--- config.mk ---
export PLATFORM = sky130hd
export DESIGN_NAME = led_pattern_gen_flat
export DESIGN_NICKNAME = d
export VERILOG_FILES = /design/src/rtl/led_pattern_pkg.sv /design/src/rtl/led_pattern_gen_if.sv /design/src/rtl/led_tick_gen.sv /design/src/rtl/led_pattern_gen.sv /design/src/flat_wrapper.sv
export SDC_FILE = /design/constraint.sdc
export NUM_CORES = 1
export LEC_CHECK = 0
export ABC_AREA = 1
export CORE_MARGIN = 5
export CORE_UTILIZATION = 35
export DETAILED_ROUTE_END_ITERATION = 12
export PLACE_DENSITY = 0.57
export SYNTH_ARGS = -nofsm -noshare
export SYNTH_HDL_FRONTEND = slang
export SYNTH_SLANG_ARGS = --single-unit
--- constraint.sdc ---
create_clock -name clk -period 3.98 [get_ports clk]
set_input_delay 0.398 -clock clk [delete_from_list [all_inputs] [get_ports clk]]
set_output_delay 0.398 -clock clk [all_outputs]
set_load 0.01 [all_outputs]
--- src/rtl/led_pattern_pkg.sv ---
// Shared types for the multi-channel LED pattern generator.
// Channel configuration is held at the widest supported counter width.
package led_pattern_pkg;

    localparam int MAX_CNT_W = 32;

    typedef enum logic [1:0] {
        LED_OFF   = 2'd0,
        LED_ON    = 2'd1,
        LED_BLINK = 2'd2,
        LED_PWM   = 2'd3
    } led_mode_e;

    // Narrower CNT_W values are zero-extended into these fields; the constant upper bits trim away.
    typedef struct packed {
        led_mode_e              mode;
        logic [MAX_CNT_W-1:0]   period;
        logic [MAX_CNT_W-1:0]   duty;
    } chan_cfg_t;

endpackage

--- src/rtl/led_pattern_gen_if.sv ---
// Configuration port of the LED pattern generator: valid/ready request plus error pulse.
interface led_pattern_gen_if
    import led_pattern_pkg::*;
#(
    parameter int CNT_W = 16
);
    logic               cfg_valid;
    logic               cfg_ready;
    logic [4:0]         cfg_ch;
    led_mode_e          cfg_mode;
    logic [CNT_W-1:0]   cfg_period;
    logic [CNT_W-1:0]   cfg_duty;
    logic               cfg_err;

    modport master (
        output cfg_valid, cfg_ch, cfg_mode, cfg_period, cfg_duty,
        input  cfg_ready, cfg_err
    );

    modport slave (
        input  cfg_valid, cfg_ch, cfg_mode, cfg_period, cfg_duty,
        output cfg_ready, cfg_err
    );
endinterface

--- src/rtl/led_tick_gen.sv ---
// Shared prescaler: one-clock tick every PRESCALE clocks, restartable by sync.
module led_tick_gen #(
    parameter int PRESCALE = 100_000
) (
    input  logic clk,
    input  logic rst,
    input  logic sync,
    output logic tick
);
    // A PRESCALE of 1 still needs a 1-bit counter that simply stays at zero.
    localparam int TW = (PRESCALE > 1) ? $clog2(PRESCALE) : 1;
    localparam logic [TW-1:0] LAST = TW'(PRESCALE - 1);

    logic [TW-1:0] tick_cnt;

    // NOTE: sequential state uses non-blocking assignments so every flop samples pre-edge values.
    always_ff @(posedge clk) begin
        if (rst || sync) begin
            tick_cnt <= '0;
        end else if (tick_cnt == LAST) begin
            tick_cnt <= '0;
        end else begin
            tick_cnt <= tick_cnt + TW'(1);
        end
    end

    assign tick = (tick_cnt == LAST);

endmodule

--- src/rtl/led_pattern_gen.sv ---
// Multi-channel LED driver: per-channel OFF/ON/BLINK/PWM on a shared prescaled tick.
// LED outputs are registered from each channel's next state.
module led_pattern_gen
    import led_pattern_pkg::*;
#(
    parameter int N_CH     = 4,
    parameter int CNT_W    = 16,
    parameter int PRESCALE = 100_000
) (
    input  logic               clk,
    input  logic               rst,
    led_pattern_gen_if.slave   cfg,
    input  logic               sync,
    output logic [N_CH-1:0]    led
);

    logic            tick;
    logic            accept;
    logic [N_CH-1:0] led_next;

    led_tick_gen #(.PRESCALE(PRESCALE)) u_tick (
        .clk  (clk),
        .rst  (rst),
        .sync (sync),
        .tick (tick)
    );

    assign accept = cfg.cfg_valid && cfg.cfg_ready;

    always_ff @(posedge clk) begin
        if (rst) begin
            cfg.cfg_ready <= 1'b0;
            cfg.cfg_err   <= 1'b0;
            led           <= '0;
        end else begin
            cfg.cfg_ready <= 1'b1;
            cfg.cfg_err   <= accept && (int'(cfg.cfg_ch) >= N_CH);
            led           <= led_next;
        end
    end

    for (genvar i = 0; i < N_CH; i++) begin : g_ch
        chan_cfg_t          cfg_q, cfg_d;
        logic [CNT_W-1:0]   cnt_q, cnt_d;
        logic               blink_q, blink_d;
        logic               hit, last, led_d;

        always_comb begin
            // NOTE: every combinational output gets a default first so no path infers a latch.
            cfg_d   = cfg_q;
            cnt_d   = cnt_q;
            blink_d = blink_q;
            led_d   = 1'b0;
            hit     = accept && (cfg.cfg_ch == 5'(i));
            last    = (MAX_CNT_W'(cnt_q) == cfg_q.period - MAX_CNT_W'(1));

            if (hit) begin
                cfg_d.mode   = cfg.cfg_mode;
                cfg_d.period = MAX_CNT_W'(cfg.cfg_period);
                cfg_d.duty   = MAX_CNT_W'(cfg.cfg_duty);
            end

            // A config restarts this channel; sync restarts all of them. Either outranks the tick.
            if (hit || sync) begin
                cnt_d   = '0;
                blink_d = 1'b0;
            end else if (tick) begin
                if ((cfg_q.mode == LED_BLINK || cfg_q.mode == LED_PWM) && cfg_q.period != '0) begin
                    if (last) begin
                        cnt_d = '0;
                        if (cfg_q.mode == LED_BLINK) begin
                            blink_d = ~blink_q;
                        end
                    end else begin
                        cnt_d = cnt_q + CNT_W'(1);
                    end
                end else begin
                    cnt_d = '0;
                end
            end

            unique case (cfg_d.mode)
                LED_OFF:   led_d = 1'b0;
                LED_ON:    led_d = 1'b1;
                LED_BLINK: led_d = blink_d;
                LED_PWM:   led_d = (cfg_d.period != '0) && (MAX_CNT_W'(cnt_d) < cfg_d.duty);
                default:   led_d = 1'b0;
            endcase
        end

        // NOTE: the small per-channel config store is reset explicitly because every mode must power up OFF.
        always_ff @(posedge clk) begin
            if (rst) begin
                cfg_q   <= '{mode: LED_OFF, period: '0, duty: '0};
                cnt_q   <= '0;
                blink_q <= 1'b0;
            end else begin
                cfg_q   <= cfg_d;
                cnt_q   <= cnt_d;
                blink_q <= blink_d;
            end
        end

        assign led_next[i] = led_d;
    end

endmodule

--- src/flat_wrapper.sv ---
// flat-port wrapper written by rule: the top's interface ports become plain ports
module led_pattern_gen_flat import led_pattern_pkg::*;
#(
    parameter int N_CH     = 4,
    parameter int CNT_W    = 16,
    parameter int PRESCALE = 100_000
)
  (clk, rst, sync, led, cfg_cfg_valid, cfg_cfg_ch, cfg_cfg_mode, cfg_cfg_period, cfg_cfg_duty, cfg_cfg_ready, cfg_cfg_err);
  led_pattern_gen_if #(.CNT_W(CNT_W)) cfg_i ();
  input  logic clk;
  input  logic rst;
  input  logic sync;
  output logic [N_CH-1:0] led;
  input wire logic [$bits(cfg_i.cfg_valid)-1:0] cfg_cfg_valid;
  input wire logic [$bits(cfg_i.cfg_ch)-1:0] cfg_cfg_ch;
  input wire logic [$bits(cfg_i.cfg_mode)-1:0] cfg_cfg_mode;
  input wire logic [$bits(cfg_i.cfg_period)-1:0] cfg_cfg_period;
  input wire logic [$bits(cfg_i.cfg_duty)-1:0] cfg_cfg_duty;
  output wire logic [$bits(cfg_i.cfg_ready)-1:0] cfg_cfg_ready;
  output wire logic [$bits(cfg_i.cfg_err)-1:0] cfg_cfg_err;
  assign cfg_i.cfg_valid = cfg_cfg_valid;
  assign cfg_i.cfg_ch = cfg_cfg_ch;
  assign cfg_i.cfg_mode = cfg_cfg_mode;
  assign cfg_i.cfg_period = cfg_cfg_period;
  assign cfg_i.cfg_duty = cfg_cfg_duty;
  assign cfg_cfg_ready = cfg_i.cfg_ready;
  assign cfg_cfg_err = cfg_i.cfg_err;
  led_pattern_gen #(.N_CH(N_CH), .CNT_W(CNT_W), .PRESCALE(PRESCALE)) u_core (.clk(clk), .rst(rst), .cfg(cfg_i), .sync(sync), .led(led));
endmodule
==> metrics, run 1 <==
cells on worst reg2reg path=28; crit path from=u_core.g_ch[1].cfg_q[32]; fin nets=3223; FILL cells=6159; cell count after placement=3832; # DRC=0; Slew HR=32.5%; Max IR drop VDD=301 uV; Port Buffers=48; sequential area share after synthesis=35.1%; worst path bufs/invs=2; Final setup viols=0; clk slew on worst S/H paths=60 ps; Syn Inst Count=3071; hold_buf cts=0; met1 usage=26.9%; DR iter-0 viols=1131; Die Y=250 um; FF-to-FF Start=u_core.g_ch[1].cfg_q[32]; pwr dens=343 nW/um^2; post-route antenna net violation count=0; final hold violations=0; CP max FO=7; gr busiest metal=met2; Setup Slack @ Placement=120 ps; initial core utilization=35.2%; die area=62700 um^2; clock period minus worst slack=3790 ps; cell area after synthesis=20200 um^2; worst path arrival time=4300 ps; Static Leakage=0.0105 uW; largest net degree at the start of global routing=146; syn_area_per_cell=6.58 um^2; first-pass GRT wire length=95200 um; number of diodes=0; CP most frequent cell=nand2_1; crit-path max cell delay=320 ps; Final GP Congestion=0.900; Slowest-stage cell, CP=dfxtp_1; Ports=49; Layout Skew=10.1 ps; CP endpoint kind=flop; Synthesized Nets=3183; RSZ-0062 raised after global routing=true; H-tree levels=2; Slew @ Worst Pin=1010 ps; crit start category=flop; TritonCTS Sinks=355; instance count on the critical path=28; drt pass-1 iters=7; total grt overflow=0; Yosys Warn Count=0; final worst slack=190 ps; post-CTS setup buffers=0; Clock Root Buffer=clkbuf_16; hold path cells=2; clk_lat worst skew=580 ps; reg2reg end=u_core.led[1]; critical setup path kind=flop to flop; die span in x=250 um; Total Wirelength=61000 um; row count=88; R2R setup slack=190 ps; Layout area overhead=14.0%; M3 GR Usage=2.75%; fin crit share=95.2%; Slew Limit Fails=0; Yosys cell types=56; Wirelength per Cell=15.6 um; DR vias=19100; initial antenna violation count=2; vias in the first global route=17500; CTS tree=done; Layout Cells excl Fill=3906; hold crit path type=input pin to flop; met2 usage=29.2%; CP required=4490 ps; Peak Freq=264 MHz; Synth Register Bits=355; status=completed; CTS Buf Count=42; GR Util All Layers=18.7%; CORE AREA=57500 um^2; CP top delay family=simple AND/OR/NAND/NOR gates; Clock Path Buffers=3; Critical Path End=u_core.led[1]; WHS=340 ps; PostCTS Resize Cnt=0; detail-routed via count per cell=4.89; share of layout cells above drive strength 1=6.37%; max_cap viols=0; Final Util=40.1%; detailed placement HPWL=45000 um
==> cells by family after synthesis <==
logic type               share of synthesized area, %
flip-flops                                       35.1
XOR/XNOR                                         3.85
buffers and inverters                            8.48
adder cells (fa/ha/maj)                          4.27
AND/OR/NAND/NOR                                  38.5
multiplexers                                     3.27
AO/OA/AOI/OAI                                    6.51
==> registers in the layout, indices dropped and copies added (netlist names) <==
signal	count
u_core.g_ch.cnt_q	64
u_core.u_tick.tick_cnt	17
u_core.cfg.cfg_err	1
u_core.cfg.cfg_ready	1
u_core.led	4
u_core.g_ch.blink_q	4
u_core.g_ch.cfg_q	264
==> cell usage after synthesis, drive strengths merged <==
cell / number / share of area, %
a2111oi: 1 / 0.043
a211oi: 11 / 0.41
a21boi: 3 / 0.13
a21o: 1 / 0.037
a21oi: 66 / 1.7
a31oi: 2 / 0.062
a41oi: 4 / 0.17
and2: 25 / 0.77
and3: 1 / 0.031
buf: 16 / 0.38
clkbuf: 76 / 1.4
clkinv: 4 / 0.074
dfxtp: 355 / 35
ha: 69 / 4.3
inv: 356 / 6.6
mux2i: 66 / 3.3
nand2: 750 / 14
nand3: 145 / 3.6
nand3b: 8 / 0.30
nand4: 75 / 2.3
nor2: 612 / 12
nor3: 135 / 3.4
nor3b: 6 / 0.22
nor4: 28 / 1.0
o2111ai: 2 / 0.087
o211ai: 4 / 0.15
o21a: 1 / 0.037
o21ai: 126 / 3.1
o21bai: 3 / 0.11
o221a: 3 / 0.17
o22ai: 7 / 0.22
o31ai: 1 / 0.037
o32ai: 1 / 0.043
or2: 17 / 0.53
or4: 2 / 0.074
xnor2: 17 / 0.74
xor2: 72 / 3.1
==> cell type report <==
type	count	area, um^2	share of cell area, %
Multi-Input combinational cell	2264	11500	49.8
Sequential cell	355	7110	30.8
Inverter	360	1350	5.86
Clock buffer	63	1260	5.48
Tap cell	765	957	4.15
Timing Repair Buffer	88	823	3.57
Clock inverter	11	72.6	0.315
==> worst min path at each step <==
| stage | startpoint | endpoint | slack [ps] |
|---|---|---|---|
| global route | rst | u_core.g_ch[0].cfg_q[10] | 400 |
| finish | rst | u_core.g_ch[0].cfg_q[13] | 340 |
| global placement | u_core.u_tick.tick_cnt[0] | u_core.u_tick.tick_cnt[0] | 430 |
| CTS | rst | u_core.g_ch[0].cfg_q[12] | 380 |
| floorplan | u_core.u_tick.tick_cnt[0] | u_core.u_tick.tick_cnt[0] | 420 |
| detailed placement | u_core.u_tick.tick_cnt[0] | u_core.u_tick.tick_cnt[0] | 440 |
==> layer usage <==
metal	part of all wire (%)	wire, um
met5	0.021	13
met4	2.8	1720
met1	49	30100
met2	43	26200
met3	4.9	3010
==> power by group <==
group	internal (uW)	switching, uW	leakage (uW)	total, uW
clock network	2190	1600	0.000635	3790
logic	163	372	0.00696	535
registers	3560	9.30	0.00286	3570
total	5920	1980	0.0105	7900
==> per-stage QoR <==
step	total power (uW)	area, um^2	setup TNS (ps)
after floorplan	3970	20200	0
after global placement	4180	21700	0
after detailed placement	4180	21700	0
after CTS	7990	23000	0
after global routing	8160	23000	-119
final	7900	23000	0
==> placed cells by master, fill, tap and decap left out, types with 6 or more instances in the layout <==
cell type / instances
clkinvlp_4: 7
nor2_2: 21
clkbuf_8: 7
nand2_2: 15
nor3_1: 130
and2_1: 25
nand3b_1: 8
clkdlybuf4s50_1: 47
or2_2: 13
a21oi_1: 62
o21ai_0: 107
o21ai_1: 19
nor2_4: 8
inv_2: 13
nor4_1: 22
dfxtp_1: 355
nand2_1: 734
nor2_1: 581
mux2i_1: 66
o22ai_1: 7
xnor2_1: 17
clkbuf_1: 11
nand4_1: 75
nand3_1: 143
nor3b_1: 6
ha_1: 68
buf_4: 37
clkbuf_16: 45
xor2_1: 72
inv_1: 343
a211oi_1: 11
==> worst reg2reg max path: cells and delay by family, from the launching register on <==
| kind | cells | cell delay, ps |
|---|---|---|
| simple gates | 20 | 1900 |
| flops | 1 | 320 |
| compound gates | 4 | 650 |
| fa+ha+maj | 2 | 570 |
| buf+inv | 2 | 270 |
Power figures use the tool's default switching activity.
==> inputs of run 2 (changes only) <==
--- a/config.mk
+++ b/config.mk
@@ -6,8 +6,10 @@
 export NUM_CORES = 1
 export LEC_CHECK = 0
 export ABC_AREA = 1
+export CAP_MARGIN = 5
 export CORE_MARGIN = 5
 export CORE_UTILIZATION = 35
+export CTS_CLUSTER_SIZE = 12
 export DETAILED_ROUTE_END_ITERATION = 12
 export PLACE_DENSITY = 0.57
 export SYNTH_ARGS = -nofsm -noshare
==> metrics, run 2 (same netlist as run 1, synthesis figures left out) <==
number of diodes=0; Layout Cells excl Fill=3905; GR Util All Layers=18.8%; drt pass-1 iters=7; CTS Buf Count=42; Final setup viols=0; final worst slack=192 ps; Port Buffers=48; post-route antenna net violation count=0; pwr dens=356 nW/um^2; Die Y=250 um; H-tree levels=2; worst path bufs/invs=2; max_cap viols=0; fin crit share=95.2%; cells on worst reg2reg path=28; detail-routed via count per cell=4.90; die span in x=250 um; hold path cells=2; # DRC=0; reg2reg end=u_core.led[1]; Largest regs=u_core.g_ch.cfg_q x264, u_core.g_ch.cnt_q x64, u_core.u_tick.tick_cnt x17; die area=62700 um^2; CTS tree=done; CORE AREA=57500 um^2; Peak Freq=264 MHz; DR iter-0 viols=1202; initial core utilization=35.2%; RSZ-0062 raised after global routing=true; clock period minus worst slack=3790 ps; Wirelength per Cell=15.6 um; Total Wirelength=61100 um; CP max FO=7; CP most frequent cell=nand2_1; Power, Total=8250 uW; clk_lat worst skew=570 ps; initial antenna violation count=2; share of layout cells above drive strength 1=6.31%; most frequent cells in the layout=734 x nand2_1, 581 x nor2_1, 355 x dfxtp_1; Slowest-stage cell, CP=dfxtp_1; Clock Root Buffer=clkbuf_16; total grt overflow=0; FILL cells=6145; Max IR drop VDD=454 uV; Hold EP=u_core.g_ch[0].cfg_q[13]; largest net degree at the start of global routing=146; fin nets=3223; vias in the first global route=17500; detailed placement HPWL=45000 um; DR vias=19100; Slew Limit Fails=0; Slew @ Worst Pin=1030 ps; row count=88; TritonCTS Sinks=355; sequential fraction of design power=43.3%; critical setup path kind=flop to flop; sw frac=23.9%; NetSw=1970 uW; Static Leakage=0.0105 uW; final hold violations=0; Comb power frac=6.5%; Layout area overhead=14.6%; multi-input logic area=11500 um^2; commonest non-fill, non-tap cell in the layout=nand2_1; clock share of power=50.2%; R2R setup slack=190 ps; Clock Path Buffers=3; hold_buf cts=0; Final GP Congestion=0.900; status=completed; Setup Slack @ Placement=120 ps; Largest Register=u_core.g_ch.cfg_q; FF-to-FF Start=u_core.g_ch[1].cfg_q[32]; first-pass GRT wire length=95400 um; max reg flops=264; CP required=4490 ps; hold path start=rst; Layout Skew=11.1 ps; clk slew on worst S/H paths=60 ps; worst path arrival time=4290 ps; crit-path max cell delay=320 ps; hold crit path type=input pin to flop; CP endpoint kind=flop; cell count after placement=3832; Power Internal=6280 uW; crit start category=flop; CP top delay family=simple AND/OR/NAND/NOR gates; Register Area=7110 um^2; Slew HR=31.3%; Ports=49
==> run 2: cell count changes in the layout (fill, tap and decap cells not counted), sizes merged <==
cell      delta
clkinvlp     -6
bufinv       +6
clkinv       -1
==> run 2: worst reg2reg max path, delay by kind of cell, from the launching register on <==
family / cells / cell delay, ps
compound gates: 4 / 650
fa+ha+maj: 2 / 580
buf+inv: 2 / 270
flops: 1 / 320
simple gates: 20 / 1900
==> run 2: area by class of cell <==
cell class	count	share of cell area (%)
multi-input combinational	2264	49.5
sequential	355	30.7
inverter	360	5.83
clock buffer	63	5.41
tap	765	4.13
timing repair buffer	88	3.55
clock inverter	10	0.875
==> run 2: power groups by stage <==
stage,logic [uW],registers (uW),clock network (uW)
3_3_place_gp,531,3650,0
4_1_cts,533,3570,4240
5_1_grt,586,3570,4350
2_1_floorplan,317,3650,0
6_report,535,3570,4140
3_5_place_dp,531,3650,0
==> run 2: per-layer routing <==
metal  vias up  track usage, %  wire, um
met3        85            2.71      3010
li1       9893               -         -
met2       397            29.4     26300
met1      8764            27.0     30200
met5         -               0        13
met4         2            5.52      1640
==> run 2: worst max path at each step <==
| stage | startpoint | end | cells past startpoint |
|---|---|---|---|
| 2_1_floorplan | u_core.g_ch[1].cfg_q[32] | u_core.led[1] | 27 |
| 3_3_place_gp | u_core.g_ch[1].cfg_q[32] | u_core.led[1] | 22 |
| 3_5_place_dp | u_core.g_ch[0].cfg_q[32] | u_core.led[0] | 24 |
| 4_1_cts | u_core.g_ch[0].cfg_q[32] | u_core.led[0] | 24 |
| 5_1_grt | u_core.g_ch[1].cfg_q[32] | u_core.led[1] | 25 |
| 6_report | u_core.g_ch[1].cfg_q[32] | u_core.led[1] | 28 |
==> run 2: what timing repair did <==
action,in CTS,in global routing
gates resized for setup,0,11
buffers inserted,0,0
endpoints found under the setup margin,0,4
==> run 2: per-stage QoR <==
| step | TNS (ps) | cell area (um^2) | hold slack (ps) | util, % |
|---|---|---|---|---|
| floorplan | 0 | 20200 | 418 | - |
| global placement | 0 | 21700 | 434 | 37.7 |
| detailed placement | 0 | 21700 | 435 | 37.7 |
| CTS | 0 | 23100 | 375 | 40.2 |
| global route | -116 | 23200 | 394 | 40.3 |
| finish | 0 | 23200 | 326 | 40.3 |
